`config.mk`:
```
export PLATFORM = sky130hd
export DESIGN_NAME = shift_add_mult
export DESIGN_NICKNAME = d
export VERILOG_FILES = /design/src/rtl/mult_pkg.sv /design/src/rtl/mult_ctrl.sv /design/src/rtl/shift_add_mult.sv
export SDC_FILE = /design/constraint.sdc
export NUM_CORES = 1
export LEC_CHECK = 0
export ABC_CLOCK_PERIOD_IN_PS = 2000
export CAP_MARGIN = 25
export CORE_MARGIN = 2
export CORE_UTILIZATION = 48
export CTS_CLUSTER_SIZE = 30
export DETAILED_ROUTE_END_ITERATION = 12
export PLACE_DENSITY = 0.76
export SETUP_SLACK_MARGIN = 0.02
export SKIP_CTS_REPAIR_TIMING = 1
export SLEW_MARGIN = 10
export SYNTH_ARGS = -nofsm -noshare
export SYNTH_HDL_FRONTEND = slang
export SYNTH_SLANG_ARGS = --single-unit
```
`constraint.sdc`:
```
create_clock -name clk -period 2 [get_ports clk]
set_input_delay 0.3 -clock clk [delete_from_list [all_inputs] [get_ports clk]]
set_output_delay 0.3 -clock clk [all_outputs]
set_load 0.02 [all_outputs]
```
`src/rtl/mult_pkg.sv`:
```
// ---------------------------------------------------------------------------
// mult_pkg -- shared definitions for the shift-and-add multiplier.
//   MULT_W   : operand width (8)
//   PROD_W   : product / accumulator width (2*MULT_W)
//   CNT_W    : bit-iteration counter width
//   state_e  : controller state codes (also exported on the pss debug port)
//   mplr_exhausted() : true when the multiplier has no set bits left after
//                      the pending right shift (used by early termination)
// ---------------------------------------------------------------------------
package mult_pkg;

    localparam int MULT_W = 8;
    localparam int PROD_W = 2 * MULT_W;
    localparam int CNT_W  = 3;

    typedef enum logic [2:0] {
        IDLE  = 3'd0,
        LOAD  = 3'd1,
        ADD   = 3'd2,
        SHIFT = 3'd3,
        DONE  = 3'd4
    } state_e;

    // The bit shifted out this cycle has already been added, so only the
    // upper bits decide whether any partial product remains.
    function automatic logic mplr_exhausted(input logic [MULT_W-1:0] m);
        return (m[MULT_W-1:1] == {(MULT_W-1){1'b0}});
    endfunction

endpackage

```
`src/rtl/mult_ctrl.sv`:
```
// ---------------------------------------------------------------------------
// mult_ctrl -- sequencing FSM for the shift-and-add multiplier.
// Ports:
//   clk, rst    : clock, synchronous active-high reset
//   start       : request; only honoured in IDLE
//   shift_last  : datapath says the SHIFT in progress is the final one
//   ld          : load operands / clear accumulator and counter
//   add_en      : conditionally add multiplicand into accumulator
//   sh_en       : shift multiplicand left, multiplier right
//   cnt_en      : advance bit counter
//   done        : one-cycle completion pulse (DONE state)
//   busy        : any state other than IDLE
//   state       : current state code
// ---------------------------------------------------------------------------
module mult_ctrl
    import mult_pkg::*;
(
    input  logic   clk,
    input  logic   rst,
    input  logic   start,
    input  logic   shift_last,
    output logic   ld,
    output logic   add_en,
    output logic   sh_en,
    output logic   cnt_en,
    output logic   done,
    output logic   busy,
    output state_e state
);

    state_e state_r;
    state_e state_next_s;

    // State register; reset wins over any pending start.
    always_ff @(posedge clk) begin
        if (rst) begin
            state_r <= IDLE;
        end else begin
            state_r <= state_next_s;
        end
    end

    // Next-state and strobe decode; all strobes are pure decodes of state_r.
    always_comb begin
        state_next_s = state_r;
        ld           = 1'b0;
        add_en       = 1'b0;
        sh_en        = 1'b0;
        cnt_en       = 1'b0;
        done         = 1'b0;
        busy         = 1'b1;
        case (state_r)
            IDLE: begin
                busy = 1'b0;
                if (start) begin
                    state_next_s = LOAD;
                end else begin
                    state_next_s = IDLE;
                end
            end
            LOAD: begin
                ld           = 1'b1;
                state_next_s = ADD;
            end
            ADD: begin
                add_en       = 1'b1;
                state_next_s = SHIFT;
            end
            SHIFT: begin
                sh_en  = 1'b1;
                cnt_en = 1'b1;
                if (shift_last) begin
                    state_next_s = DONE;
                end else begin
                    state_next_s = ADD;
                end
            end
            DONE: begin
                done         = 1'b1;
                state_next_s = IDLE;
            end
            default: begin
                // Unused codes 5-7 recover to IDLE.
                busy         = 1'b0;
                state_next_s = IDLE;
            end
        endcase
    end

    assign state = state_r;

endmodule

```
`src/rtl/shift_add_mult.sv`:
```
// ---------------------------------------------------------------------------
// shift_add_mult -- 8x8 unsigned sequential shift-and-add multiplier.
// Ports:
//   clk     : clock, rising edge
//   rst     : synchronous active-high reset (aborts any operation)
//   start   : request a multiplication (sampled only in IDLE)
//   a, b    : multiplicand / multiplier, captured in the LOAD cycle
//   product : accumulator; valid with done, held until the next LOAD
//   done    : one-cycle completion pulse
//   busy    : high in every state except IDLE
//   pss     : current controller state code (debug)
// Build option:
//   SHIFT_ADD_MULT_EARLY_TERM_EN -- when defined, finish as soon as the
//   multiplier has no set bits left; products are identical either way.
// ---------------------------------------------------------------------------
module shift_add_mult
    import mult_pkg::*;
(
    input  logic              clk,
    input  logic              rst,
    input  logic              start,
    input  logic [MULT_W-1:0] a,
    input  logic [MULT_W-1:0] b,
    output logic [PROD_W-1:0] product,
    output logic              done,
    output logic              busy,
    output logic [2:0]        pss
);

    logic [PROD_W-1:0] mcand_r;
    logic [MULT_W-1:0] mplr_r;
    logic [PROD_W-1:0] acc_r;
    logic [CNT_W-1:0]  cnt_r;

    logic   ld_s;
    logic   add_en_s;
    logic   sh_en_s;
    logic   cnt_en_s;
    logic   shift_last_s;
    state_e state_s;

`ifdef SHIFT_ADD_MULT_EARLY_TERM_EN
    assign shift_last_s = (cnt_r == 3'd7) || mplr_exhausted(mplr_r);
`else
    assign shift_last_s = (cnt_r == 3'd7);
`endif

    mult_ctrl u_ctrl (
        .clk        (clk),
        .rst        (rst),
        .start      (start),
        .shift_last (shift_last_s),
        .ld         (ld_s),
        .add_en     (add_en_s),
        .sh_en      (sh_en_s),
        .cnt_en     (cnt_en_s),
        .done       (done),
        .busy       (busy),
        .state      (state_s)
    );

    // Datapath registers driven by the controller strobes.
    always_ff @(posedge clk) begin
        if (rst) begin
            mcand_r <= {PROD_W{1'b0}};
            mplr_r  <= {MULT_W{1'b0}};
            acc_r   <= {PROD_W{1'b0}};
            cnt_r   <= {CNT_W{1'b0}};
        end else if (ld_s) begin
            mcand_r <= {{MULT_W{1'b0}}, a};
            mplr_r  <= b;
            acc_r   <= {PROD_W{1'b0}};
            cnt_r   <= {CNT_W{1'b0}};
        end else begin
            // 8x8 product fits in 16 bits, so the sum never overflows.
            if (add_en_s && mplr_r[0]) begin
                acc_r <= acc_r + mcand_r;
            end
            if (sh_en_s) begin
                mcand_r <= mcand_r << 1;
                mplr_r  <= mplr_r >> 1;
            end
            if (cnt_en_s) begin
                cnt_r <= cnt_r + 3'd1;
            end
        end
    end

    assign product = acc_r;
    assign pss     = state_s;

endmodule

```
# == Word-level counts from Yosys, hierarchy flattened ==
# Index checks and enable logic that the tools add are counted.
# op_classes
reduce_logical,5
addsub,2
n_eq_ne,5
n_mux,12
# ops
op,n
$mux W8,4
$add A16 B16 Y16,1
$pmux W3 S4,1
$eq A3 B2 Y1 const B,2
$eq A3 B3 Y1 const B,2
$mux W1,6
$reduce_or A4 Y1,1
$add A3 B1 Y3 const B,1
$eq A3 B1 Y1 const B,1
$logic_not A3 Y1,1
$mux W3,1
$reduce_bool A2 Y1,1
$reduce_or A2 Y1,1
$logic_and A1 B1 Y1,1
# word_totals
register_bits,46
wordCells,30

# == Longest topological paths before layout ==
# Gate-level depths: netlist (run 1).
# logic_depth
depth_word,4
depth_mapped,8
depth_no_buf,8

# == Modules after synthesis ==
# Synthesis (run 1) repeated with hierarchy kept, for this count alone.
# unflattened
cells_unflattened,294
area_unflattened_um2,2508.7
# modules_own_cells
mod,cells_per_inst,area_per_inst_um2,instances
shift_add_mult,279,2366.0,1
mult_ctrl,15,142.6,1

# == Worst setup path before layout (run 1) ==
# OpenSTA, ideal clock, no wires.
# synth_timing
path_type,register to register
startpoint,"reg acc_r[0], in the netlist product[0]"
endpoint,"reg acc_r[14], in the netlist product[14]"
t_arrival_ns,2.174
n_path_buf,0
path_stages_with_launch,9
path_slack_ns,-0.236
period_less_slack_ns,2.236
setup_time_ns,0.062
required_time_ns,1.938
path_cell_list,dfxtp_1 -> ha_1 -> fa_1 -> a21o_1 -> a311o_1 -> a21oi_1 -> o21ai_1 -> a211o_1 -> nand3_1
# synth_between
elab_chain_cells,1
# synth_lines
item,line_no,source
"start, declared",shift_add_mult.sv:32,logic [PROD_W-1:0] acc_r;
"start signal, assigned",shift_add_mult.sv:67,acc_r <= {PROD_W{1'b0}};
"start signal, assigned",shift_add_mult.sv:72,acc_r <= {PROD_W{1'b0}};
"start signal, assigned",shift_add_mult.sv:77,acc_r <= acc_r + mcand_r;
$add A16 B16 Y16,shift_add_mult.sv:77,
# No other way between the ends.
# A chain may end at the register's enable or synchronous reset.

# == Worst setup path in the final report (run 1) ==
# layout_timing
startpoint,"reg acc_r[0], in the netlist product[0]"
endpoint,"reg acc_r[12], in the netlist product[12]"
# Same word-level chain as after synthesis.

==> results of run 1 <==
area by class of cell:
class	instances	area share, %
Multi-Input combinational cell	232	47.29
Sequential cell	46	26.50
Timing Repair Buffer	87	20.93
Tap cell	70	2.434
Clock buffer	6	2.295
Clock inverter	2	0.3477
Inverter	2	0.2086
per-layer routing:
metal  vias to the layer above  share of wire [%]
li1                       1234                  -
met1                      1160                 45
met2                        61                 50
met3                         9                4.2
met4                         0                1.3
met5                         -                  0
sequential cells by signal, indices dropped and copies added (netlist names):
name          cells
mcand_r          16
product          16
mplr_r            8
cnt_r             3
u_ctrl.state      3
metrics by stage:
stage                     setup TNS [ns]  area, µm²  std cells  worst slack (ns)  power [mW]
after floorplan               -0.0002067       2591        298        -0.0002067       1.161
after global placement          -0.01652       3323        431          -0.01652       1.286
after detailed placement         -0.1915       3323        431          -0.04992       1.294
after CTS                        -0.2958       3418        439          -0.07730       1.883
after global routing             -0.8139       3598        445           -0.1974       1.970
final                            -0.1821       3598        445           -0.1041       1.891
layout by cell type (no fill, tap or decap), types with 2 or more instances in the layout:
cell type,n
a211oi_1,16
a21o_1,7
a21oi_1,27
a21oi_2,3
a311o_1,2
a31oi_1,2
a31oi_2,2
and2_1,3
and3_1,2
and3_4,2
buf_4,48
clkbuf_8,6
clkdlybuf4s50_1,38
dfxtp_1,28
dfxtp_2,14
dfxtp_4,4
ha_1,10
ha_4,7
inv_1,2
mux2i_1,14
nand2_1,45
nand3_1,9
nand3b_1,2
nand4_1,3
nor2_1,24
nor3_1,4
nor4_1,4
o211ai_1,2
o21ai_0,5
o21ai_2,3
xnor2_1,7
xor2_1,2
power by group through the flow:
stage	Combinational, mW	Sequential [mW]	Clock (mW)
after floorplan	0.168	0.993	0
after global placement	0.292	0.994	0
after detailed placement	0.298	0.996	0
after CTS	0.299	0.975	0.609
after global routing	0.339	0.984	0.647
final	0.311	0.978	0.602
how the worst min path moves through the flow:
stage / to / slack, ns / depth (start not counted)
after global routing: product[7]$_SDFFE_PP0P_ / 0.49 / 2
after CTS: cnt_r[2]$_SDFFE_PP0P_ / 0.47 / 2
after detailed placement: cnt_r[2]$_SDFFE_PP0P_ / 0.46 / 2
after floorplan: mplr_r[7]$_SDFFE_PP0P_ / 0.43 / 2
after global placement: cnt_r[2]$_SDFFE_PP0P_ / 0.45 / 2
final: cnt_r[2]$_SDFFE_PP0P_ / 0.48 / 2
worst max-delay path: cells and delay by family, from the launching register on:
family / cells / cell delay (ns)
AND/OR/NAND/NOR: 1 / 0.09
adder cells (fa/ha/maj): 2 / 0.54
AO/OA/AOI/OAI: 5 / 1.00
flip-flops: 1 / 0.36
cell families after synthesis:
kind of cell,count (synthesis)
AO/OA/AOI/OAI,80
XOR/XNOR,9
adder cells (fa/ha/maj),18
buffers and inverters,20
flip-flops,46
multiplexers,14
AND/OR/NAND/NOR,111
==> impl_metrics.ini, run 1 <==
[synthesis]
async_flop_share_pct = 0
synth_seq_cells = 46
synth_cell_types = 48
synth_area_leaders = dfxtp_1 37%, ha_1 8.5%, nand2_1 6.9%
yosys.area_share.simple_pct = 20.94
synth_fp_nets = 335
synth_mux_area_share_pct = 5.583
synthXorXnorAreaFrac_pct = 3.141
ys_warn_count = 0
synth_compound_gate_area_share_pct = 21.29
synthCells = 298
synth-seq-area-share_pct = 36.69
syn_area_per_cell_um2 = 8.423
yosysTopAreaCell = dfxtp_1
synthAdderAreaFrac_pct = 9.272
ys.flop_type = dfxtp_1
yosysTopAreaCellShare_pct = 36.69
synth_top_family_by_area = compound AO/OA/AOI/OAI gates
syn_area_mm2 = 0.002510
synth_edf_count = 0
synth_common_cells = 46 x dfxtp_1, 46 x nand2_1, 29 x a21oi_1

[route]
wl_per_cell_um = 14.74
drt_iter0_drc = 151
dr_total_vias = 2464
drc_errors = 0
dr.pass1.iters = 4
wirelength_um = 6560
ant_nets = 0
via_per_inst = 5.537

[timing]
setup_viol = 4
slew-limit-headroom_pct = 69.90
skew_ns = 0.005325
clock.fmax_mhz = 475.3
max_slew.worst_pin.slew_ns = 0.4489
setup_ws_ns = -0.1041
hold_viol = 0
drv_slew = 0
whs_ns = 0.4751
finalCriticalPeriod_ns = 2.104
rsz0062_at_grt = yes
timing.final.crit_share_pct = 105.2

[power]
p_leak_nw = 1.414
ir_drop_v = 0.0004481
power_switching_mw = 0.5078
power.internal_mw = 1.383
powerDensity_mw_per_mm2 = 525.6
seq_power_share_pct = 51.7
combPwrFrac_pct = 16.4
p_clk_share_pct = 31.8
switching_share_pct = 26.85

[cells_and_area]
area_growth_pct = 43.37
nNetsFinal = 411
seq_area_um2 = 953.4
multi_input_area_mm2 = 0.001702
diodes = 0
layout-drive-gt1-share_pct = 27.47
finalCoreUtilization_pct = 70.91
num-fill-cells = 408

[worst_hold_path]
worstHoldPathType = reg -> reg
hp-start = cnt_r[2]$_SDFFE_PP0P_

[floorplan]
fp.dieW_um = 76.31
core_area_mm2 = 0.005075
start_util_pct = 49.46
io_pins = 40
die_area_mm2 = 0.005823
rows = 26
dieHeight_um = 76.31

[worst_setup_path]
crit_path_top_delay_cell = fa_2
critical_path_arrival_ns = 2.28
reg2reg_depth = 8
critPathLaunch = product[0]$_SDFFE_PP0P_
critPathKind = reg -> reg
required_ns = 2.18
path_cells = ha_4 > fa_2 > a21o_1 > a31oi_2 > o211ai_1 > a21oi_1 > nor4_1 > a311o_1
reg2reg_from = product[0]$_SDFFE_PP0P_
critPathMaxFanout = 3
worst_setup_path_end_kind = register
cp-start-kind = register
r2r_setup_slack_ns = -0.10
max_stage_delay_ns = 0.38
reg2reg_to = product[12]$_SDFFE_PP0P_
critPathCapture = product[12]$_SDFFE_PP0P_

[placed_design]
dp_hpwl_um = 4656
portBuffers = 39
gp_congestion = 0.9061

[clocking]
cts_num_sinks = 46
path_clk_slew_ns = 0.09
clkLatencyLatePin_ns = 0.30
root_buffer = clkbuf_8
cts_tree = yes
cts_made_buffers = 5
htreeDepth = 2
clk_path_buf_depth = 2

[grt]
met1_usage_pct = 29.63
grt_pass1_wl_um = 10400
grt_usage_pct = 21.66
grt.met2_usage_pct = 35.40
busiest_layer = met2
antenna_found_initial = 0
grt_max_degree = 29
grtUsageMet3_pct = 3.555
grt_pass1_vias = 2293
overflow = 0

[run_status]
status = finished with violations
violations = setup timing

[flow_run]
max_cap_viol_count = 0
Note: power is estimated with default switching activity, not from simulation.
==> run 2: changes to the inputs <==
--- a/config.mk
+++ b/config.mk
@@ -11,10 +11,11 @@
 export CORE_UTILIZATION = 48
 export CTS_CLUSTER_SIZE = 30
 export DETAILED_ROUTE_END_ITERATION = 12
+export GPL_TIMING_DRIVEN = 0
 export PLACE_DENSITY = 0.76
 export SETUP_SLACK_MARGIN = 0.02
 export SKIP_CTS_REPAIR_TIMING = 1
-export SLEW_MARGIN = 10
+export SLEW_MARGIN = 20
 export SYNTH_ARGS = -nofsm -noshare
 export SYNTH_HDL_FRONTEND = slang
 export SYNTH_SLANG_ARGS = --single-unit
==> impl_metrics.ini, run 2 (same netlist as run 1, synthesis figures left out) <==
[power]
ir_drop_v = 0.0004225
p_leak_nw = 1.267
powerDensity_mw_per_mm2 = 571.2

[run_status]
status = finished with violations
violations = setup timing

[worst_hold_path]
worstHoldPathType = reg -> reg
holdPathEnd = cnt_r[1]$_SDFFE_PP0P_
hold_depth = 2
hp-start = cnt_r[1]$_SDFFE_PP0P_

[floorplan]
fp.dieW_um = 76.31
core_area_mm2 = 0.005075
rows = 26
dieHeight_um = 76.31
die_area_mm2 = 0.005823
io_pins = 40
start_util_pct = 49.46

[timing]
slew-limit-headroom_pct = 54.85
max_slew.worst_pin.slew_ns = 0.6773
setup_viol = 5
setup_ws_ns = -0.08215
skew_ns = 0.004897
timing.final.crit_share_pct = 104.1
rsz0062_at_grt = yes
finalCriticalPeriod_ns = 2.082
drv_slew = 0
hold_viol = 0
clock.fmax_mhz = 480.3

[cells_and_area]
layout.cells.non_filler = 421
layout_commonest_cell = nand2_1
nNetsFinal = 387
final_cell_mix = 46 x nand2_1, 37 x clkdlybuf4s50_1, 29 x dfxtp_1
num-fill-cells = 454
finalCoreUtilization_pct = 65.16
diodes = 0
area_growth_pct = 31.75
layout-drive-gt1-share_pct = 16.81

[worst_setup_path]
required_ns = 2.24
reg2reg_from = mcand_r[8]$_SDFFE_PP0P_
path_cells = ha_4 > a21o_1 > o21bai_1 > a221o_1 > or3_4 > a31o_1 > a21oi_2
crit_family = compound AO/OA/AOI/OAI gates
worst_setup_path_end_kind = register
crit_path_top_delay_cell = a221o_1
critical_path_arrival_ns = 2.32
critPathLaunch = mcand_r[8]$_SDFFE_PP0P_
r2r_setup_slack_ns = -0.08
reg2reg_depth = 7
cp_num_buf_inv = 0
reg2reg_to = product[15]$_SDFFE_PP0P_
cp-start-kind = register
max_stage_delay_ns = 0.39
critPathKind = reg -> reg
critPathMaxFanout = 5

[placed_design]
gp_congestion = 0.8597
portBuffers = 39
dp_cells = 407
dp_hpwl_um = 4445

[route]
wirelength_um = 6173
via_per_inst = 5.606
dr_total_vias = 2360
ant_nets = 0
dr.pass1.iters = 4
drt_iter0_drc = 117
wl_per_cell_um = 14.66
drc_errors = 0

[clocking]
path_clk_slew_ns = 0.09
clk_path_buf_depth = 2
clkLatencyLatePin_ns = 0.29
root_buffer = clkbuf_8
htreeDepth = 2
cts_made_buffers = 5
cts_tree = yes
cts_num_sinks = 46

[grt]
grt_pass1_vias = 2297
antenna_found_initial = 0
grt_usage_pct = 21.67
grt_pass1_wl_um = 10440
grt_max_degree = 14
overflow = 0

[flow_run]
max_cap_viol_count = 0
run 2: cell types whose count changed in the layout (fill, tap and decap cells not counted), moves of 2 or more:
cell	previous run	this run
and3_1	2	4
and3_4	2	0
buf_1	0	2
buf_2	0	2
buf_4	48	7
clkbuf_1	0	9
clkbuf_2	0	5
ha_2	0	2
ha_4	7	5
o21ai_1	0	2
o21ai_2	3	1
run 2: worst max path at each step:
stage               slack [ns]  cells past startpoint                        to
detailed placement       -0.17                      5                      busy
global route             -0.19                      7  product[15]$_SDFFE_PP0P_
finish                   -0.08                      7  product[15]$_SDFFE_PP0P_
CTS                      -0.51                      5                      busy
global placement         -0.12                      5                      busy
floorplan              -0.0002                      8  product[12]$_SDFFE_PP0P_
run 2: final cells by class:
| class | count | area (µm²) | share of cell area [%] |
|---|---|---|---|
| Buffer | 17 | 76.32 | 2.308 |
| Timing Repair Buffer | 46 | 447.9 | 13.55 |
| Multi-Input combinational cell | 232 | 1634 | 49.41 |
| Clock buffer | 8 | 101.3 | 3.065 |
| Tap cell | 70 | 87.58 | 2.649 |
| Inverter | 2 | 7.507 | 0.2270 |
| Sequential cell | 46 | 952.2 | 28.79 |
run 2: stage by stage:
step                power, mW  worst slack, ns  hold WS, ns     TNS, ns  area (µm²)
detailed placement      1.262          -0.1694       0.4507      -2.244        3069
CTS                     1.888          -0.5057       0.4632      -2.453        3171
floorplan               1.161       -0.0002067       0.4316  -0.0002067        2591
global placement        1.255          -0.1208       0.4452      -1.179        3069
global route            1.961          -0.1863       0.4898     -0.8295        3307
finish                  1.889         -0.08215       0.4627     -0.2118        3307
run 2: metal layers:
layer / track usage, % / wire length [µm]
met2: 37.52 / 3076
met1: 27.10 / 2861
met5: 0 / 0
met3: 4.028 / 216
met4: 7.273 / 19
run 2: where the power goes:
part           total (mW)  switching (mW)  internal [mW]
clock network       0.637           0.313          0.324
registers           0.976          0.0308          0.945
logic               0.276           0.146          0.130
run 2: worst register-to-register path: cells and delay by family, from the launching register on:
kind	cells	cell delay, ns
flip-flops	1	0.37
AO/OA/AOI/OAI	5	1.06
adder cells (fa/ha/maj)	1	0.26
AND/OR/NAND/NOR	1	0.35
==> run 3: changes to the inputs <==
--- a/config.mk
+++ b/config.mk
@@ -12,6 +12,7 @@
 export CTS_CLUSTER_SIZE = 30
 export DETAILED_ROUTE_END_ITERATION = 12
 export GPL_TIMING_DRIVEN = 0
+export MAX_ROUTING_LAYER = met4
 export PLACE_DENSITY = 0.76
 export SETUP_SLACK_MARGIN = 0.02
 export SKIP_CTS_REPAIR_TIMING = 1
==> impl_metrics.ini, run 3 (same netlist as run 1, synthesis figures left out) <==
[timing]
timing.final.crit_share_pct = 104.3
setup_viol = 5
max_slew.worst_pin.slew_ns = 0.6771
setup_ws_ns = -0.08620
drv_slew = 0
skew_ns = 0.003989
finalCriticalPeriod_ns = 2.086
whs_ns = 0.4630
hold_viol = 0
clock.fmax_mhz = 479.3
slew-limit-headroom_pct = 54.86
rsz0062_at_grt = yes

[grt]
grt_pass1_vias = 2296
grt_max_degree = 14
overflow = 0
grt_usage_pct = 22.29
antenna_found_initial = 0
grt_pass1_wl_um = 10450

[placed_design]
portBuffers = 39
dp_slack_ns = -0.1694
dp_hpwl_um = 4445
gp_congestion = 0.8736
dp_cells = 407
place_area_mm2 = 0.003069

[clocking]
cts_tree = yes
cts_made_buffers = 5
path_clk_slew_ns = 0.09
clkLatencyLatePin_ns = 0.29
clk_path_buf_depth = 2
root_buffer = clkbuf_8
htreeDepth = 2
cts_num_sinks = 46

[run_status]
violations = setup timing
status = finished with violations

[floorplan]
die_area_mm2 = 0.005823
dieHeight_um = 76.31
core_area_mm2 = 0.005075
rows = 26
start_util_pct = 49.46
fp.dieW_um = 76.31
io_pins = 40

[power]
p_leak_nw = 1.267
ir_drop_v = 0.0004227
powerDensity_mw_per_mm2 = 571.0

[flow_run]
max_cap_viol_count = 0

[route]
dr_total_vias = 2365
wirelength_um = 6191
ant_nets = 0
dr.pass1.iters = 4
wl_per_cell_um = 14.71
drc_errors = 0
via_per_inst = 5.618
drt_iter0_drc = 117

[cells_and_area]
area_growth_pct = 31.75
nNetsFinal = 387
multi_input_area_mm2 = 0.001634
seq_area_um2 = 952.2
diodes = 0
layout-drive-gt1-share_pct = 16.81
final_cell_mix = 46 x nand2_1, 37 x clkdlybuf4s50_1, 29 x dfxtp_1
layout.cells.non_filler = 421
num-fill-cells = 454
layout_commonest_cell = nand2_1
finalCoreUtilization_pct = 65.16
stdcell_area_mm2 = 0.003307

[worst_setup_path]
r2r_setup_slack_ns = -0.09
worst_setup_path_end_kind = register
critPathMaxFanout = 5
critPathKind = reg -> reg
cp-start-kind = register
required_ns = 2.24
reg2reg_depth = 7
reg2reg_to = product[15]$_SDFFE_PP0P_
reg2reg_from = mcand_r[8]$_SDFFE_PP0P_
critical_path_arrival_ns = 2.32

[worst_hold_path]
holdPathEnd = cnt_r[1]$_SDFFE_PP0P_
hp-start = cnt_r[1]$_SDFFE_PP0P_
hold_depth = 2
worstHoldPathType = reg -> reg
==> run 3: through the flow <==
stage               setup TNS [ns]  total power [mW]
floorplan               -0.0002067             1.161
global placement            -1.179             1.255
detailed placement          -2.244             1.262
CTS                         -2.453             1.888
global route               -0.8296             1.961
finish                     -0.2160             1.888
==> run 3: report_power, final <==
part | switching [mW] | internal, mW
clock network | 0.312 | 0.324
logic | 0.146 | 0.130
registers | 0.0309 | 0.945
==> run 3: how the worst max path moves through the flow <==
stage               slack, ns                        to                        from
global placement        -0.12                      busy  u_ctrl.state[1]$_SDFF_PP0_
global route            -0.19  product[15]$_SDFFE_PP0P_     mcand_r[8]$_SDFFE_PP0P_
floorplan             -0.0002  product[12]$_SDFFE_PP0P_     product[0]$_SDFFE_PP0P_
finish                  -0.09  product[15]$_SDFFE_PP0P_     mcand_r[8]$_SDFFE_PP0P_
detailed placement      -0.17                      busy  u_ctrl.state[1]$_SDFF_PP0_
CTS                     -0.51                      busy  u_ctrl.state[1]$_SDFF_PP0_
==> run 3: cell type report <==
cell class	count	share of cell area, %
Buffer	17	2.308
Clock buffer	8	3.065
Inverter	2	0.2270
Multi-Input combinational cell	232	49.41
Sequential cell	46	28.79
Tap cell	70	2.649
Timing Repair Buffer	46	13.55
==> run 3: critical path: stages (launching register included) <==
cell	delay, ns
dfxtp_4	0.37
ha_4	0.26
a21o_1	0.19
o21bai_1	0.16
a221o_1	0.39
or3_4	0.35
a31o_1	0.22
a21oi_2	0.10
==> run 3: per-layer routing <==
metal / track usage [%] / part of all wire (%) / up-vias
met3: 4.028 / 4.2 / 7
met2: 37.52 / 49 / 57
met4: 7.273 / 1.0 / 0
met5: - / 0 / -
met1: 27.10 / 46 / 1117
li1: - / - / 1184
